--- config.mk ---
export PLATFORM = sky130hd
export DESIGN_NAME = ctrl_cmd_rx
export DESIGN_NICKNAME = d
export VERILOG_FILES = /design/src/rtl/ctrl_cmd_rx.sv
export SDC_FILE = /design/constraint.sdc
export NUM_CORES = 1
export LEC_CHECK = 0
export CORE_ASPECT_RATIO = 1.75
export CORE_MARGIN = 2
export CORE_UTILIZATION = 30
export CTS_BUF_LIST = sky130_fd_sc_hd__clkbuf_16
export CTS_CLUSTER_SIZE = 24
export DETAILED_ROUTE_END_ITERATION = 16
export SKIP_CTS_REPAIR_TIMING = 1
export SLEW_MARGIN = 20
export SYNTH_ARGS = -nofsm -noshare
export SYNTH_HDL_FRONTEND = slang
export SYNTH_SLANG_ARGS = --single-unit
--- constraint.sdc ---
create_clock -name clk -period 5.5 [get_ports clk]
set_clock_uncertainty 0.15 [all_clocks]
set_input_delay 1.1 -clock clk [delete_from_list [all_inputs] [get_ports clk]]
set_output_delay 1.1 -clock clk [all_outputs]
set_load 0.01 [all_outputs]
--- src/rtl/ctrl_cmd_rx.sv ---
// rtl/ctrl_cmd_rx.sv - nibble-serial command packet receiver with shadow assembly and inter-nibble timeout
// Optional trailing XOR parity nibble enabled by defining CTRL_CMD_RX_PARITY_EN.
module ctrl_cmd_rx #(
    parameter int TIMEOUT_CYCLES = 1023
) (
    input  logic        clk,
    input  logic        reset,
    input  logic [3:0]  nib_data,
    input  logic        nib_valid,
    output logic        nib_ready,
    output logic [4:0]  cmd,
    output logic [13:0] x_value,
    output logic [13:0] y_value,
    output logic        cmd_valid,
    input  logic        cmd_ack,
    output logic        frame_err
);

`ifdef CTRL_CMD_RX_PARITY_EN
    localparam logic [3:0] LAST_IDX = 4'd10;
`else
    localparam logic [3:0] LAST_IDX = 4'd9;
`endif
    localparam logic [15:0] TO_LAST = 16'(TIMEOUT_CYCLES - 1);

    typedef enum logic [1:0] {IDLE, RECV, HOLD} state_t;

    state_t      state, next_state;
    logic [3:0]  idx;
    logic [15:0] idle_cnt;
    logic [4:0]  sh_cmd, nxt_cmd;
    logic [13:0] sh_x, nxt_x;
    logic [13:0] sh_y, nxt_y;
    logic        sh_bad, nxt_bad;
    logic        rsv_bad, pkt_bad;
    logic        accept, timeout_hit, do_load, drop;
`ifdef CTRL_CMD_RX_PARITY_EN
    logic [3:0]  sh_par, nxt_par;
`endif

    assign accept      = nib_valid && nib_ready;
    assign timeout_hit = (TIMEOUT_CYCLES != 0) && (idle_cnt == TO_LAST);
    assign cmd_valid   = (state == HOLD);

    // Merge the incoming nibble into a copy of the shadow fields; the output
    // registers load from this copy so the last nibble lands on the same edge.
    always_comb begin
        nxt_cmd = sh_cmd;
        nxt_x   = sh_x;
        nxt_y   = sh_y;
        rsv_bad = 1'b0;
        case (idx)
            4'd0: nxt_cmd[3:0]  = nib_data;
            4'd1: begin
                nxt_cmd[4] = nib_data[0];
                rsv_bad    = (nib_data[3:1] != 3'd0);
            end
            4'd2: nxt_x[3:0]    = nib_data;
            4'd3: nxt_x[7:4]    = nib_data;
            4'd4: nxt_x[11:8]   = nib_data;
            4'd5: begin
                nxt_x[13:12] = nib_data[1:0];
                rsv_bad      = (nib_data[3:2] != 2'd0);
            end
            4'd6: nxt_y[3:0]    = nib_data;
            4'd7: nxt_y[7:4]    = nib_data;
            4'd8: nxt_y[11:8]   = nib_data;
            4'd9: begin
                nxt_y[13:12] = nib_data[1:0];
                rsv_bad      = (nib_data[3:2] != 2'd0);
            end
            default: ;
        endcase
        nxt_bad = ((idx == 4'd0) ? 1'b0 : sh_bad) || rsv_bad;
`ifdef CTRL_CMD_RX_PARITY_EN
        nxt_par = ((idx == 4'd0) ? 4'h0 : sh_par) ^ nib_data;
        pkt_bad = nxt_bad || (idx == LAST_IDX && nib_data != sh_par);
`else
        pkt_bad = nxt_bad;
`endif
    end

    always_comb begin
        next_state = state;
        do_load    = 1'b0;
        drop       = 1'b0;
        case (state)
            IDLE: if (accept) next_state = RECV;
            RECV: begin
                if (accept && idx == LAST_IDX) begin
                    if (pkt_bad) begin
                        drop       = 1'b1;
                        next_state = IDLE;
                    end else begin
                        do_load    = 1'b1;
                        next_state = HOLD;
                    end
                end else if (!accept && timeout_hit) begin
                    drop       = 1'b1;
                    next_state = IDLE;
                end
            end
            HOLD: if (cmd_ack) next_state = IDLE;
            default: next_state = IDLE;
        endcase
    end

    always_ff @(posedge clk or posedge reset) begin
        if (reset) begin
            state     <= IDLE;
            idx       <= 4'd0;
            idle_cnt  <= 16'd0;
            nib_ready <= 1'b0;
            frame_err <= 1'b0;
            sh_cmd    <= 5'd0;
            sh_x      <= 14'd0;
            sh_y      <= 14'd0;
            sh_bad    <= 1'b0;
            cmd       <= 5'd0;
            x_value   <= 14'd0;
            y_value   <= 14'd0;
`ifdef CTRL_CMD_RX_PARITY_EN
            sh_par    <= 4'h0;
`endif
        end else begin
            state     <= next_state;
            nib_ready <= (next_state != HOLD);
            frame_err <= drop;
            if (accept) begin
                sh_cmd   <= nxt_cmd;
                sh_x     <= nxt_x;
                sh_y     <= nxt_y;
                sh_bad   <= nxt_bad;
`ifdef CTRL_CMD_RX_PARITY_EN
                sh_par   <= nxt_par;
`endif
                idx      <= idx + 4'd1;
                idle_cnt <= 16'd0;
            end else if (state == RECV) begin
                idle_cnt <= idle_cnt + 16'd1;
            end
            if (next_state != RECV) begin
                idx      <= 4'd0;
                idle_cnt <= 16'd0;
            end
            if (do_load) begin
                cmd     <= nxt_cmd;
                x_value <= nxt_x;
                y_value <= nxt_y;
            end
        end
    end

endmodule

==> results.py, run 1 <==
metrics = {
    "outcome": {
        "status": "completed",
    },
    "timing": {
        "fin_setup_tns_ns": 0,
        "fin_crit_sh_pct": 64.08,
        "finalCriticalPeriod_ns": 3.525,
        "rsz0062_at_grt": "no",
        "finalSetupViolations": 0,
        "max_slew.worst_pin.slew_ns": 0.8111,
        "hold_viol": 0,
        "max-slew-margin-rel_pct": 45.52,
        "holdWs_ns": 0.3129,
        "slew_violations": 0,
        "max_freq_ghz": 0.2837,
    },
    "floorplanning": {
        "dieWidth_um": 95.84,
        "rows": 58,
        "coreArea_um2": 14440,
        "die_h_um": 164.7,
        "initial_core_util_pct": 30.66,
        "io_pins": 44,
        "die_area_um2": 15790,
    },
    "yosys": {
        "ys_seq_area_share_pct": 51.43,
        "avgSynthCellArea_um2": 12.72,
        "synth_edf_count": 0,
        "synth_area_um2": 4428,
        "synthesis.nets": 362,
        "synth-seq-cells": 91,
        "synth_cell_type_count": 43,
        "syn-instance-count": 348,
        "async_reset_ff_share_pct": 100.0,
        "ys.flop_type": "dfrtp_1",
        "yosys_warnings": 0,
    },
    "worst_setup_path": {
        "reg2regPathDepth": 7,
        "critical_path_class": "in2reg",
        "worstReg2RegEnd": "y_value[6]",
        "rr_startpoint": "idx[0]",
        "cp-end-kind": "flop",
        "path_max_fanout": 24,
        "arrival_ns": 3.60,
        "r2r_slack_ns": 2.65,
        "start_kind": "input port",
        "critPathRequiredTime_ns": 5.57,
    },
    "clock_tree": {
        "clock_latency_ns": 0.34,
        "cts_tree": "built",
        "cts.sink_count": 91,
        "clk_pin_slew_ns": 0.06,
        "cts_buffer_depth": 2,
        "htreeDepth": 3,
        "cts-root-buf": "clkbuf_16",
        "numCtsBuffers": 9,
    },
    "global_routing": {
        "antenna_found_initial": 0,
        "grt-ovfl-total": 0,
        "grt_max_degree": 58,
        "grt_pass1_vias": 2962,
        "grt_pass1_wl_um": 15170,
        "grt_util_all_layers_pct": 12.50,
    },
    "placement": {
        "dpl_cell_area_um2": 5015,
        "hpwl_um": 6453,
        "gp_congestion": 0.7837,
        "io_buffers": 43,
    },
    "pwr": {
        "power_frac_seq_pct": 42.8,
        "powerDensity_nw_per_um2": 387.5,
        "switchingPower_mw": 0.5493,
        "leakagePower_nw": 2.334,
        "p_int_mw": 1.526,
        "power_frac_comb_pct": 23.4,
        "irDropWorstVdd_mv": 0.1970,
        "p_clk_share_pct": 33.8,
        "switching_share_pct": 26.46,
    },
    "drt": {
        "num_vias": 2732,
        "dr.pass1.iters": 4,
        "post-route-drc-count": 0,
        "first_iter_violations": 78,
        "wl_per_cell_um": 16.02,
        "ant_nets": 0,
        "drt-total-wl_um": 9166,
        "avgViaCountPerCell": 4.776,
    },
    "final_layout": {
        "nFillCells": 1406,
        "drive_above_1_share_pct": 30.10,
        "area_growth_pct": 20.97,
        "fin_nets": 401,
        "fin_area_um2": 5356,
        "fin_util_pct": 37.09,
        "diodes": 0,
    },
    "hold_path": {
        "holdPathEnd": "sh_bad",
        "hold_depth": 2,
        "min_path_type": "reg2reg",
        "min_from": "sh_bad",
    },
    "run": {
        "cap_violations": 0,
    },
}
==> per-stage QoR <==
| stage | instances | total power [mW] | worst slack, ns |
|---|---|---|---|
| global placement | 556 | 1.375 | 1.660 |
| global route | 572 | 2.188 | 1.753 |
| finish | 572 | 2.076 | 1.975 |
| floorplan | 348 | 1.277 | 1.886 |
| CTS | 572 | 2.101 | 1.943 |
| detailed placement | 556 | 1.393 | 1.589 |
==> cells in the mapped netlist (5+ instances only) <==
cell       n  area [um2]
dfrtp_1   91        2277
mux2_2    71       799.5
nor2_1    27       101.4
nand2_1   21       78.83
mux2_4    20       300.3
clkbuf_1  12       45.04
xnor2_1    9       78.83
inv_1      8       30.03
mux2_1     8       90.09
nand3_1    7       35.03
a21oi_1    6       30.03
ha_1       6       75.07
nor3_1     6       30.03
nand4_1    5       31.28
nor4_1     5       31.28
==> critical path: stages <==
cell	delay [ns]
clkdlybuf4s50_1	0.47
and2_1	0.40
nand4_2	0.19
nor4_4	0.77
buf_12	0.29
mux2_2	0.36
==> cells in the final DEF, fill, tap and decap left out, types with 2 or more instances in the layout <==
| cell | count |
|---|---|
| mux2_2 | 71 |
| nand2_1 | 21 |
| nor2_1 | 27 |
| mux2_4 | 20 |
| nand3b_1 | 3 |
| clkbuf_16 | 9 |
| and2_1 | 3 |
| nor2b_1 | 4 |
| o21ai_0 | 3 |
| dfrtp_1 | 91 |
| ha_1 | 6 |
| buf_4 | 3 |
| nand3_1 | 7 |
| mux2_1 | 8 |
| xor2_1 | 4 |
| nor3_1 | 6 |
| nor4_1 | 5 |
| inv_1 | 7 |
| nand4_1 | 5 |
| clkdlybuf4s50_1 | 43 |
| a21oi_1 | 6 |
| xnor2_1 | 9 |
| bufinv_16 | 3 |
| nand2b_1 | 2 |
==> per-layer routing <==
layer,global-route usage (%),wire (um),share of wire (%),vias to the layer above
met5,0,0,0,-
met4,4.481,153,1.7,0
met3,2.327,216,2.4,9
met2,22.28,4989,54,31
met1,14.71,3806,42,1397
li1,-,-,-,1295
==> final cells by class <==
type | count | area [um2] | share of cell area (%)
Sequential cell | 91 | 2277 | 42.51
Multi-Input combinational cell | 230 | 2008 | 37.49
Timing Repair Buffer | 47 | 473.0 | 8.830
Clock buffer | 9 | 225.2 | 4.205
Tap cell | 180 | 225.2 | 4.205
Clock inverter | 7 | 115.1 | 2.149
Inverter | 8 | 32.53 | 0.6073
==> worst max path at each step <==
stage                           start         end  cells past startpoint
after floorplan                 reset      cmd[0]                      1
after global placement      nib_valid  y_value[6]                      6
after detailed placement  nib_data[3]  y_value[7]                      6
after CTS                   nib_valid  y_value[6]                      6
after global routing      nib_data[3]  y_value[7]                      6
final                       nib_valid  y_value[6]                      6
==> kinds of logic (layout without fill, tap and decap cells) <==
kind of cell | count (synthesis) | count (layout) | synth area share, %
multiplexers | 100 | 100 | 27.10
AND/OR/NAND/NOR | 97 | 97 | 11.98
flip-flops | 91 | 91 | 51.43
buffers and inverters | 27 | 71 | 3.221
AO/OA/AOI/OAI | 14 | 14 | 2.006
XOR/XNOR | 13 | 13 | 2.571
adder cells (fa/ha/maj) | 6 | 6 | 1.695
==> registers in the layout (all words and copies together), names as in the netlist <==
signal,flops
cmd,5
x_value,14
sh_y,14
sh_cmd,5
nib_ready,1
state,2
frame_err,1
sh_x,14
sh_bad,1
idx,4
y_value,14
idle_cnt,16
==> power by group through the flow <==
stage          Combinational [mW]  Clock (mW)  Sequential, mW
2_1_floorplan               0.414           0           0.863
3_3_place_gp                0.487           0           0.888
3_5_place_dp                0.494           0           0.899
4_1_cts                     0.497       0.717           0.887
5_1_grt                     0.535       0.748           0.905
6_report                    0.485       0.702           0.888
Power figures use the tool's default switching activity.
==> run 2: changes to the inputs <==
clock period = 3.4 ns   (was 5.5 ns; I/O delays follow)
==> run 2 against run 1 <==
Compared with the run above:
- power up 50%
- critical path depth down 4
- sequential cell count unchanged
- first-iteration DRC count up 79%
- critical path type is now reg2out
- largest cell class unchanged
==> results.py, run 2 (same netlist as run 1, synthesis figures left out) <==
metrics = {
    "final_layout": {
        "final_common_cell": "dfrtp_1",
        "layout_common_cells": "91 x dfrtp_1, 71 x mux2_2, 43 x clkdlybuf4s50_1",
        "instances_no_fill": 574,
        "top_register": "idle_cnt",
        "fin_nets": 404,
        "diodes": 0,
        "nFillCells": 1398,
        "largest_reg_flops": 16,
        "drive_above_1_share_pct": 30.20,
        "area_growth_pct": 19.92,
    },
    "worst_setup_path": {
        "slowest_delay_ns": 0.57,
        "arrival_ns": 1.70,
        "critPathTopFamily": "buffers and inverters",
        "reg2regPathDepth": 7,
        "critPathRequiredTime_ns": 2.57,
        "start_kind": "flop",
        "path_max_fanout": 12,
        "rr_startpoint": "idx[0]",
        "r2r_slack_ns": 1.01,
        "cp-end-kind": "output pin",
        "worst_path_max_delay_cell": "clkdlybuf4s50_1",
        "cp_cell_sequence": "nor2b_1 -> clkdlybuf4s50_1",
        "cp.buffers_inverters": 1,
        "worstReg2RegEnd": "y_value[6]",
        "critical_path_class": "reg2out",
    },
    "drt": {
        "avgViaCountPerCell": 4.862,
        "ant_nets": 0,
        "highest_layer": "met4",
        "post-route-drc-count": 0,
        "wl_met1_um": 3829,
        "first_iter_violations": 140,
        "wl_met3_um": 241,
        "drt-total-wl_um": 9196,
        "wl_per_cell_um": 16.02,
        "dr.pass1.iters": 5,
        "wl_met2_um": 4968,
        "num_vias": 2791,
    },
    "pwr": {
        "irDropWorstVdd_mv": 0.2567,
        "p_int_mw": 2.240,
        "switchingPower_mw": 0.8730,
        "leakagePower_nw": 2.310,
        "switching_share_pct": 28.05,
        "power_frac_comb_pct": 25.3,
        "powerDensity_nw_per_um2": 586.2,
        "p_clk_share_pct": 28.6,
        "power_frac_seq_pct": 46.1,
    },
    "hold_path": {
        "min_from": "sh_bad",
        "holdPathEnd": "sh_bad",
        "hold_depth": 2,
        "min_path_type": "reg2reg",
    },
    "timing": {
        "fin_setup_tns_ns": 0,
        "slew_violations": 0,
        "rsz0062_at_grt": "no",
        "max_freq_ghz": 0.3953,
        "finalCriticalPeriod_ns": 2.530,
        "hold_viol": 0,
        "fin_crit_sh_pct": 74.40,
        "max-slew-margin-rel_pct": 50.64,
        "max_slew.worst_pin.slew_ns": 0.7381,
        "finalSetupViolations": 0,
    },
    "floorplanning": {
        "io_pins": 44,
        "rows": 58,
        "die_area_um2": 15790,
        "initial_core_util_pct": 30.66,
        "coreArea_um2": 14440,
        "dieWidth_um": 95.84,
        "die_h_um": 164.7,
    },
    "clock_tree": {
        "numCtsBuffers": 9,
        "cts_buffer_depth": 2,
        "clk_pin_slew_ns": 0.06,
        "cts.sink_count": 91,
        "htreeDepth": 3,
        "clock_latency_ns": 0.34,
        "cts-root-buf": "clkbuf_16",
        "cts_tree": "built",
    },
    "global_routing": {
        "grt-ovfl-total": 0,
        "grt_pass1_wl_um": 15540,
        "grt_max_degree": 56,
        "antenna_found_initial": 0,
        "grt_util_all_layers_pct": 12.83,
        "grt_pass1_vias": 3019,
    },
    "outcome": {
        "status": "completed",
    },
    "run": {
        "cap_violations": 0,
    },
    "placement": {
        "dp_cells": 559,
        "hpwl_um": 6404,
        "io_buffers": 43,
        "gp_congestion": 0.8045,
    },
}
[run 2: cell count changes in the layout (fill, tap and decap cells not counted)]
cell        change
buf_12          +1
buf_4           +2
bufinv_16       -3
clkinv_2        +1
clkinvlp_4      +2
inv_1           +1
inv_4           -1
inv_6           -1
[run 2: worst min-delay path, delay by kind of cell, from the launching register on]
| family | cells | cell delay (ns) |
|---|---|---|
| and+or+nand+nor | 2 | 0.10 |
| DFF | 1 | 0.35 |
[run 2: metrics by stage]
step           worst slack, ns  utilization (%)  hold slack [ns]  power (mW)  instance area, um2
2_1_floorplan           0.2064                -           0.2809       2.065                4428
3_3_place_gp            0.6204            34.97           0.2940       2.223                5050
3_5_place_dp            0.5860            34.97           0.3209       2.256                5050
4_1_cts                 0.8675            36.77           0.3386       3.165                5310
5_1_grt                 0.7838            36.77           0.3720       3.297                5310
6_report                0.8703            36.77           0.3376       3.113                5310
[run 2: layer usage]
layer,GRT usage [%],vias up
li1,-,1302
met1,15.67,1438
met2,22.25,42
met3,2.053,9
met4,5.065,0
met5,0,-
[run 2: how the worst max path moves through the flow]
stage	start	endpoint	slack (ns)	cells after the start
CTS	state[1]	cmd_valid	0.87	2
global route	state[1]	cmd_valid	0.78	2
global placement	nib_valid	y_value[8]	0.62	6
floorplan	reset	cmd[0]	0.21	1
finish	state[1]	cmd_valid	0.87	2
detailed placement	nib_valid	y_value[6]	0.59	6
[run 2: power groups by stage]
stage	clock network, mW	registers [mW]	logic, mW
5_1_grt	0.959	1.46	0.873
3_3_place_gp	0	1.44	0.784
2_1_floorplan	0	1.40	0.669
6_report	0.891	1.44	0.787
3_5_place_dp	0	1.45	0.802
4_1_cts	0.923	1.44	0.807
[run 2: layout make-up]
type	count	area [um2]	area share [%]
tap	180	225.2	4.241
multi-input combinational	230	2008	37.82
sequential	91	2277	42.88
clock buffer	9	225.2	4.241
inverter	8	31.28	0.5891
clock inverter	6	35.03	0.6598
timing repair buffer	50	508.0	9.566
